--- src/rtl/rm802_pkg.sv ---
// rtl/rm802_pkg.sv - shared types and constants for the rm802 byte-stream demux
package rm802_pkg;

    localparam int DEFAULT_WIDTH = 8;

    localparam logic SEL_A = 1'b0;
    localparam logic SEL_B = 1'b1;

    typedef enum logic [1:0] {
        IDLE    = 2'd0,
        ROUTE_A = 2'd1,
        ROUTE_B = 2'd2
    } state_t;

endpackage

--- src/rtl/rm802_out_slot.sv ---
// rtl/rm802_out_slot.sv - 1-entry valid/ready output register, zero when empty; beat counter under RM802_DEMUX_COUNT_EN
module rm802_out_slot
    import rm802_pkg::*;
#(
    parameter int WIDTH = DEFAULT_WIDTH
`ifdef RM802_DEMUX_COUNT_EN
    ,
    parameter int CNT_W = 16
`endif
) (
    input  logic             clk,
    input  logic             rst_n,
    input  logic             load,
    input  logic [WIDTH-1:0] load_data,
    input  logic             load_last,
    input  logic             ready,
    output logic [WIDTH-1:0] data,
    output logic             last,
    output logic             valid,
    output logic             free
`ifdef RM802_DEMUX_COUNT_EN
    ,
    output logic [CNT_W-1:0] count
`endif
);

    assign free = !valid || ready;

    // A load wins over a drain, so a same-cycle drain+load keeps valid high.
    always_ff @(posedge clk) begin
        if (!rst_n) begin
            data  <= '0;
            last  <= 1'b0;
            valid <= 1'b0;
        end else if (load) begin
            data  <= load_data;
            last  <= load_last;
            valid <= 1'b1;
        end else if (valid && ready) begin
            data  <= '0;
            last  <= 1'b0;
            valid <= 1'b0;
        end
    end

`ifdef RM802_DEMUX_COUNT_EN
    always_ff @(posedge clk) begin
        if (!rst_n) begin
            count <= '0;
        end else if (valid && ready && (count != {CNT_W{1'b1}})) begin
            count <= count + 1'b1;
        end
    end
`endif

endmodule

--- src/rtl/rm802_demux.sv ---
// rtl/rm802_demux.sv - registered 1-to-2 packet demux; RM802_DEMUX_COUNT_EN adds per-port beat counters
module rm802_demux
    import rm802_pkg::*;
#(
    parameter int WIDTH = DEFAULT_WIDTH
`ifdef RM802_DEMUX_COUNT_EN
    ,
    parameter int CNT_W = 16
`endif
) (
    input  logic             clk,
    input  logic             rst_n,
    input  logic             enable_n,
    input  logic [WIDTH-1:0] in_data,
    input  logic             in_select,
    input  logic             in_last,
    input  logic             in_valid,
    output logic             in_ready,
    output logic [WIDTH-1:0] a_data,
    output logic             a_last,
    output logic             a_valid,
    input  logic             a_ready,
    output logic [WIDTH-1:0] b_data,
    output logic             b_last,
    output logic             b_valid,
    input  logic             b_ready,
    output logic             busy
`ifdef RM802_DEMUX_COUNT_EN
    ,
    output logic [CNT_W-1:0] a_count,
    output logic [CNT_W-1:0] b_count
`endif
);

    state_t state;
    logic   target_b;
    logic   a_free;
    logic   b_free;
    logic   accept;

    // Only in IDLE does in_select pick the port; afterwards the lock decides.
    always_comb begin
        target_b = 1'b0;
        case (state)
            IDLE:    target_b = (in_select == SEL_B);
            ROUTE_B: target_b = 1'b1;
            default: target_b = 1'b0;
        endcase
    end

    assign in_ready = !enable_n && (target_b ? b_free : a_free);
    assign accept   = in_valid && in_ready;
    assign busy     = (state != IDLE);

    always_ff @(posedge clk) begin
        if (!rst_n) begin
            state <= IDLE;
        end else if (accept) begin
            case (state)
                IDLE: begin
                    if (!in_last) begin
                        state <= (in_select == SEL_A) ? ROUTE_A : ROUTE_B;
                    end
                end
                ROUTE_A, ROUTE_B: begin
                    if (in_last) begin
                        state <= IDLE;
                    end
                end
                default: state <= IDLE;
            endcase
        end
    end

    rm802_out_slot #(
        .WIDTH(WIDTH)
`ifdef RM802_DEMUX_COUNT_EN
        , .CNT_W(CNT_W)
`endif
    ) u_slot_a (
        .clk       (clk),
        .rst_n     (rst_n),
        .load      (accept && !target_b),
        .load_data (in_data),
        .load_last (in_last),
        .ready     (a_ready),
        .data      (a_data),
        .last      (a_last),
        .valid     (a_valid),
        .free      (a_free)
`ifdef RM802_DEMUX_COUNT_EN
        , .count   (a_count)
`endif
    );

    rm802_out_slot #(
        .WIDTH(WIDTH)
`ifdef RM802_DEMUX_COUNT_EN
        , .CNT_W(CNT_W)
`endif
    ) u_slot_b (
        .clk       (clk),
        .rst_n     (rst_n),
        .load      (accept && target_b),
        .load_data (in_data),
        .load_last (in_last),
        .ready     (b_ready),
        .data      (b_data),
        .last      (b_last),
        .valid     (b_valid),
        .free      (b_free)
`ifdef RM802_DEMUX_COUNT_EN
        , .count   (b_count)
`endif
    );

endmodule
--- config.mk ---
export PLATFORM = sky130hd
export DESIGN_NAME = rm802_demux
export DESIGN_NICKNAME = d
export VERILOG_FILES = /design/src/rtl/rm802_pkg.sv /design/src/rtl/rm802_out_slot.sv /design/src/rtl/rm802_demux.sv
export SDC_FILE = /design/constraint.sdc
export NUM_CORES = 1
export LEC_CHECK = 0
export CORE_MARGIN = 4
export CORE_UTILIZATION = 42
export DETAILED_ROUTE_END_ITERATION = 12
export PLACE_DENSITY = 0.82
export SLEW_MARGIN = 0
export SYNTH_ARGS = -nofsm -noshare
export SYNTH_HDL_FRONTEND = slang
export SYNTH_SLANG_ARGS = --single-unit
--- constraint.sdc ---
create_clock -name clk -period 1.8 [get_ports clk]
set_input_delay 0.36 -clock clk [delete_from_list [all_inputs] [get_ports clk]]
set_output_delay 0.36 -clock clk [all_outputs]
set_load 0.1 [all_outputs]
# Yosys cells after proc, flatten, opt, wreduce, memory -nomap -nowiden
# Index checks and enable logic that the tools add are counted.
# W data, S select, Z words.
[op_classes]
n_addsub = 0
n_mul = 0
div_mod_pow = 0
order_cmp = 0
n_eq_ne = 4
shifts = 0
muxes = 16
bitwise = 0
reduce_logical = 18
[op_table]
columns = ["cell", "count"]
rows = [
  ["$mux W8", 4],
  ["$mux W1", 7],
  ["$logic_and A1 B1 Y1", 6],
  ["$mux W2", 3],
  ["$reduce_bool A2 Y1", 3],
  ["$logic_not A1 Y1", 4],
  ["$ne A2 B2 Y1 const B", 2],
  ["$pmux W2 S2", 1],
  ["$reduce_and A3 Y1", 1],
  ["$eq A2 B1 Y1 const B", 1],
  ["$eq A2 B2 Y1 const B", 1],
  ["$logic_not A2 Y1", 1],
  ["$logic_or A1 B1 Y1", 2],
  ["$pmux W1 S2", 1],
  ["$reduce_or A2 Y1", 1],
]
[word_totals]
regBits = 22
latch_bits = 0
ramBits = 0
romBits = 0
inputBits = 16
out_inout_bits = 22
word_cells = 45
memories = 0

# Longest topological paths before layout
[depth]
word_depth = 7
ltp_mapped = 7
ltp_nobuf = 6

# Modules after synthesis
# From an unflattened synthesis, not the netlist that was laid out.
[unflattened]
cells_unflattened = 104
hier_area_um2 = 1009.7
[by_module_without_submodules]
columns = ["mod", "n_inst", "cells_per_inst", "area_each_um2"]
rows = [
  ["rm802_out_slot", 2, 42, 412.9],
  ["rm802_demux", 1, 20, 183.9],
]

# Worst setup path before layout
# Ideal clock, no wire load.
[synth_path]
path_type = "register -> output"
start = "register u_slot_b.valid"
end = "output in_ready"
arrival_ps = 2362
required_time_ps = 1440
path_slack_ps = -922
stages_incl_launch_ff = 5
n_path_buf = 0
cell_sequence = "dfxtp_1 > nor2b_1 > nor2_1 > a21oi_1 > nor2_1"
[synth_via]
elab_chain_len = 4
[synth_rtl]
columns = ["element", "line", "rtl"]
rows = [
  ["from (decl)", "rm802_out_slot.sv:19", "output logic valid,"],
  ["from (signal assigned)", "rm802_out_slot.sv:34", "valid <= 1'b0;"],
  ["from (signal assigned)", "rm802_out_slot.sv:38", "valid <= 1'b1;"],
  ["from (signal assigned)", "rm802_out_slot.sv:42", "valid <= 1'b0;"],
  ["$logic_not A1 Y1", "rm802_out_slot.sv:27", "assign free = !valid || ready;"],
  ["$logic_or A1 B1 Y1", "rm802_out_slot.sv:27", ""],
  ["$mux W1", "rm802_demux.sv:51", "assign in_ready = !enable_n && (target_b ? b_free : a_free);"],
  ["$logic_and A1 B1 Y1", "rm802_demux.sv:51", ""],
  ["to (decl)", "rm802_demux.sv:18", "output logic in_ready,"],
]
# No other way between the ends.

# Worst setup path after layout
[layout_path]
start = "register state[1]"
end = "output in_ready"
[layout_via]
elab_chain_len = 4
elab_cells_between_ends = 5
cone_classes = "eq/ne (1); mux (2); reduce/logical (2)"
[layout_rtl]
columns = ["element", "line", "rtl"]
rows = [
  ["from (decl)", "rm802_demux.sv:35", "state_t state;"],
  ["from (signal assigned)", "rm802_demux.sv:62", "state <= (in_select == SEL_A) ? ROUTE_A : ROUTE_B;"],
  ["$eq A2 B2 Y1 or $logic_not A2 Y1 (tied branches)", "rm802_demux.sv:44", "case (state)"],
  ["$pmux W1 S2 *", "rm802_demux.sv:44", ""],
  ["$mux W1 *", "rm802_demux.sv:51", ""],
  ["$logic_and A1 B1 Y1 *", "rm802_demux.sv:51", ""],
]
# Mark *: on every way between the ends. The rest lies on a longest branch, timed or not.

==> flow_summary.yaml <==
run_status:
  run_status: "finished, violations left"
  failed_checks: "setup timing"
layout:
  layout-drive-gt1-share: 0.373
  nets: 181
  diodes: 0
  postLayoutCoreUtil: 0.821
  layout_commonest_cell: "buf_12"
  area_growth_pct: 83.4
  layout_common_cells: "buf_12 (22), nand2_1 (21), nand3_1 (19)"
die:
  core_area_mm2: 0.00223
  die_w_um: 56.8
  die_h_um: 56.8
  rows: 17
  pin_count: 38
  dieArea_mm2: 0.00322
  start_util: 0.448
pwr:
  p_int_mw: 0.962
  p_sw_mw: 0.504
  pwr-share-clk: 0.256
  p_seq_frac: 0.368
  power_frac_comb: 0.376
  leakage_nw: 0.699
  ir_drop_mv: 0.695
  power_mw: 1.47
  powerDensity_mw_per_mm2: 800
  switching_share: 0.344
routing:
  ant_nets: 0
  viasPerCell: 5.49
  drtPass1Iterations: 4
  drt_iter0_drc: 24
  drc_errors: 0
  vias: 1037
  wire_per_inst_um: 16.7
  routed_wl_um: 3150
run:
  max_cap_viol_count: 0
grt:
  grt_pass1_vias: 1022
  grt_pass1_wl_um: 4800
  antenna_found_initial: 0
  grt_max_degree: 25
  gr-total-overflow: 0
  grt_use_total: 0.189
place:
  gp_congestion: 0.805
  place_hpwl_um: 2170
  numPortBuffers: 37
worst_setup_path:
  cp-start-kind: "flip-flop"
  crit_fanout: 4
  arrival_ps: 1580
  worstSetupPathType: "flip-flop to output pin"
  cp-end-kind: "output pin"
  cp.required_ps: 1440
synth:
  synth_area_um2: 1000
  ys_ff_latch: 22
  ys_types: 22
  syn_avg_cell_area_um2: 9.09
  synth_top_area_share: 0.441
  async_reset_ff_frac: 0
  netlist.top_cell.by_area: "dfxtp_1"
  yosys_warnings: 0
  synth_fp_nets: 129
  synth-edff-count: 0
  synthCells: 110
  synth.top_cells.by_area: "dfxtp_1 (44%), nand3_1 (9.5%), nand2_1 (8.3%)"
  synthFlopType: "dfxtp_1"
  yosysSeqAreaShare: 0.441
clocking:
  tritoncts: "done"
  clk_latency_ps: 310
  cts-root-buf: "clkbuf_4"
  h-tree-depth: 1
  clock-sinks: 22
  cts_buffers: 3
  clockBufferDepth: 2
  clkTransAtPathRegs_ps: 130
timing:
  setup_tns_ps: -275
  finalCritPeriodShare: 1.08
  finalSetupViolCount: 6
  worst_slack_ps: -136
  worst_slew_pin_slew_ps: 372
  hold_viol: 0
  fin_skew_ps: 11.2
  rsz0062_at_grt: "yes"
  fmax_ghz: 0.517
  hold-worst-slack_ps: 517
  slew_headroom: 0.751
  slew_violations: 0
  finalCriticalPeriod_ps: 1940
hold_path:
  hold_path.class: "flip-flop to flip-flop"
## layer usage
layer	up-vias	wire length, um	global-route usage
li1	478	-	-
met1	499	1180	0.214
met2	52	1690	0.356
met3	8	212	0.0322
met4	0	70	0.0530
met5	-	0	0
## cells by family after synthesis
kind of cell / after synthesis / share of synthesized area
compound gates: 23 / 0.193
fa+ha+maj: 3 / 0.0376
buf+inv: 8 / 0.0488
flops: 22 / 0.441
mux: 3 / 0.0300
simple gates: 51 / 0.250
## cells in the mapped netlist (all sizes together) (2+ instances only)
cell / count
ha: 3
nand2: 22
clkbuf: 2
mux2i: 3
inv: 3
nand3: 19
dfxtp: 22
nor2: 2
buf: 3
a21boi: 19
nand3b: 2
nand2b: 2
## area by class of cell
class	instances	area (um2)
multi-input combinational	80	573
tap	28	35.0
sequential	22	448
clock inverter	1	30.0
fill	127	400
inverter	3	16.3
clock buffer	3	22.5
timing repair buffer	52	708
## critical path, cell delays in order, from the launching register on
cell,delay [ps]
dfxtp_4,400
inv_4,50
ha_4,170
a31oi_4,220
nor2_2,60
a21oi_2,160
nor2_4,50
buf_12,160
## power groups by stage
stage	logic, mW	clock network (mW)	registers [mW]
after floorplan	0.163	0	0.687
after CTS	0.530	0.375	0.538
final	0.551	0.375	0.539
after detailed placement	0.506	0	0.548
after global routing	0.575	0.397	0.542
after global placement	0.492	0	0.546
## stage by stage
stage               setup slack, ps  cell area [um2]  cells
floorplan                      2.02             1020    110
global placement              -94.3             1670    179
detailed placement             -144             1670    179
CTS                            -136             1770    185
global route                   -201             1830    189
finish                         -136             1830    189
## flip-flops by register name (all words and copies together) (netlist names)
register / cells
u_slot_a.valid: 1
u_slot_b.data: 8
u_slot_a.data: 8
u_slot_a.last: 1
state: 2
u_slot_b.valid: 1
u_slot_b.last: 1
## final timing paths
kind	start	endpoint	slack, ps	cells past startpoint
worst min-delay path	u_slot_a.data[5]	u_slot_a.data[5]	520	2
worst min register to register	u_slot_a.data[5]	u_slot_a.data[5]	520	2
worst max register to register	state[1]	state[1]	-50	10
worst max-delay path	state[1]	in_ready	-140	7
## what timing repair did
action / CTS / global route
hold buffers: 0 / 0
gates resized for setup: 10 / 13
setup endpoints to repair: 1 / 15
pin swaps: 1 / 7
buffers inserted: 2 / 3
cloned: 0 / 1
Power figures use the tool's default switching activity.
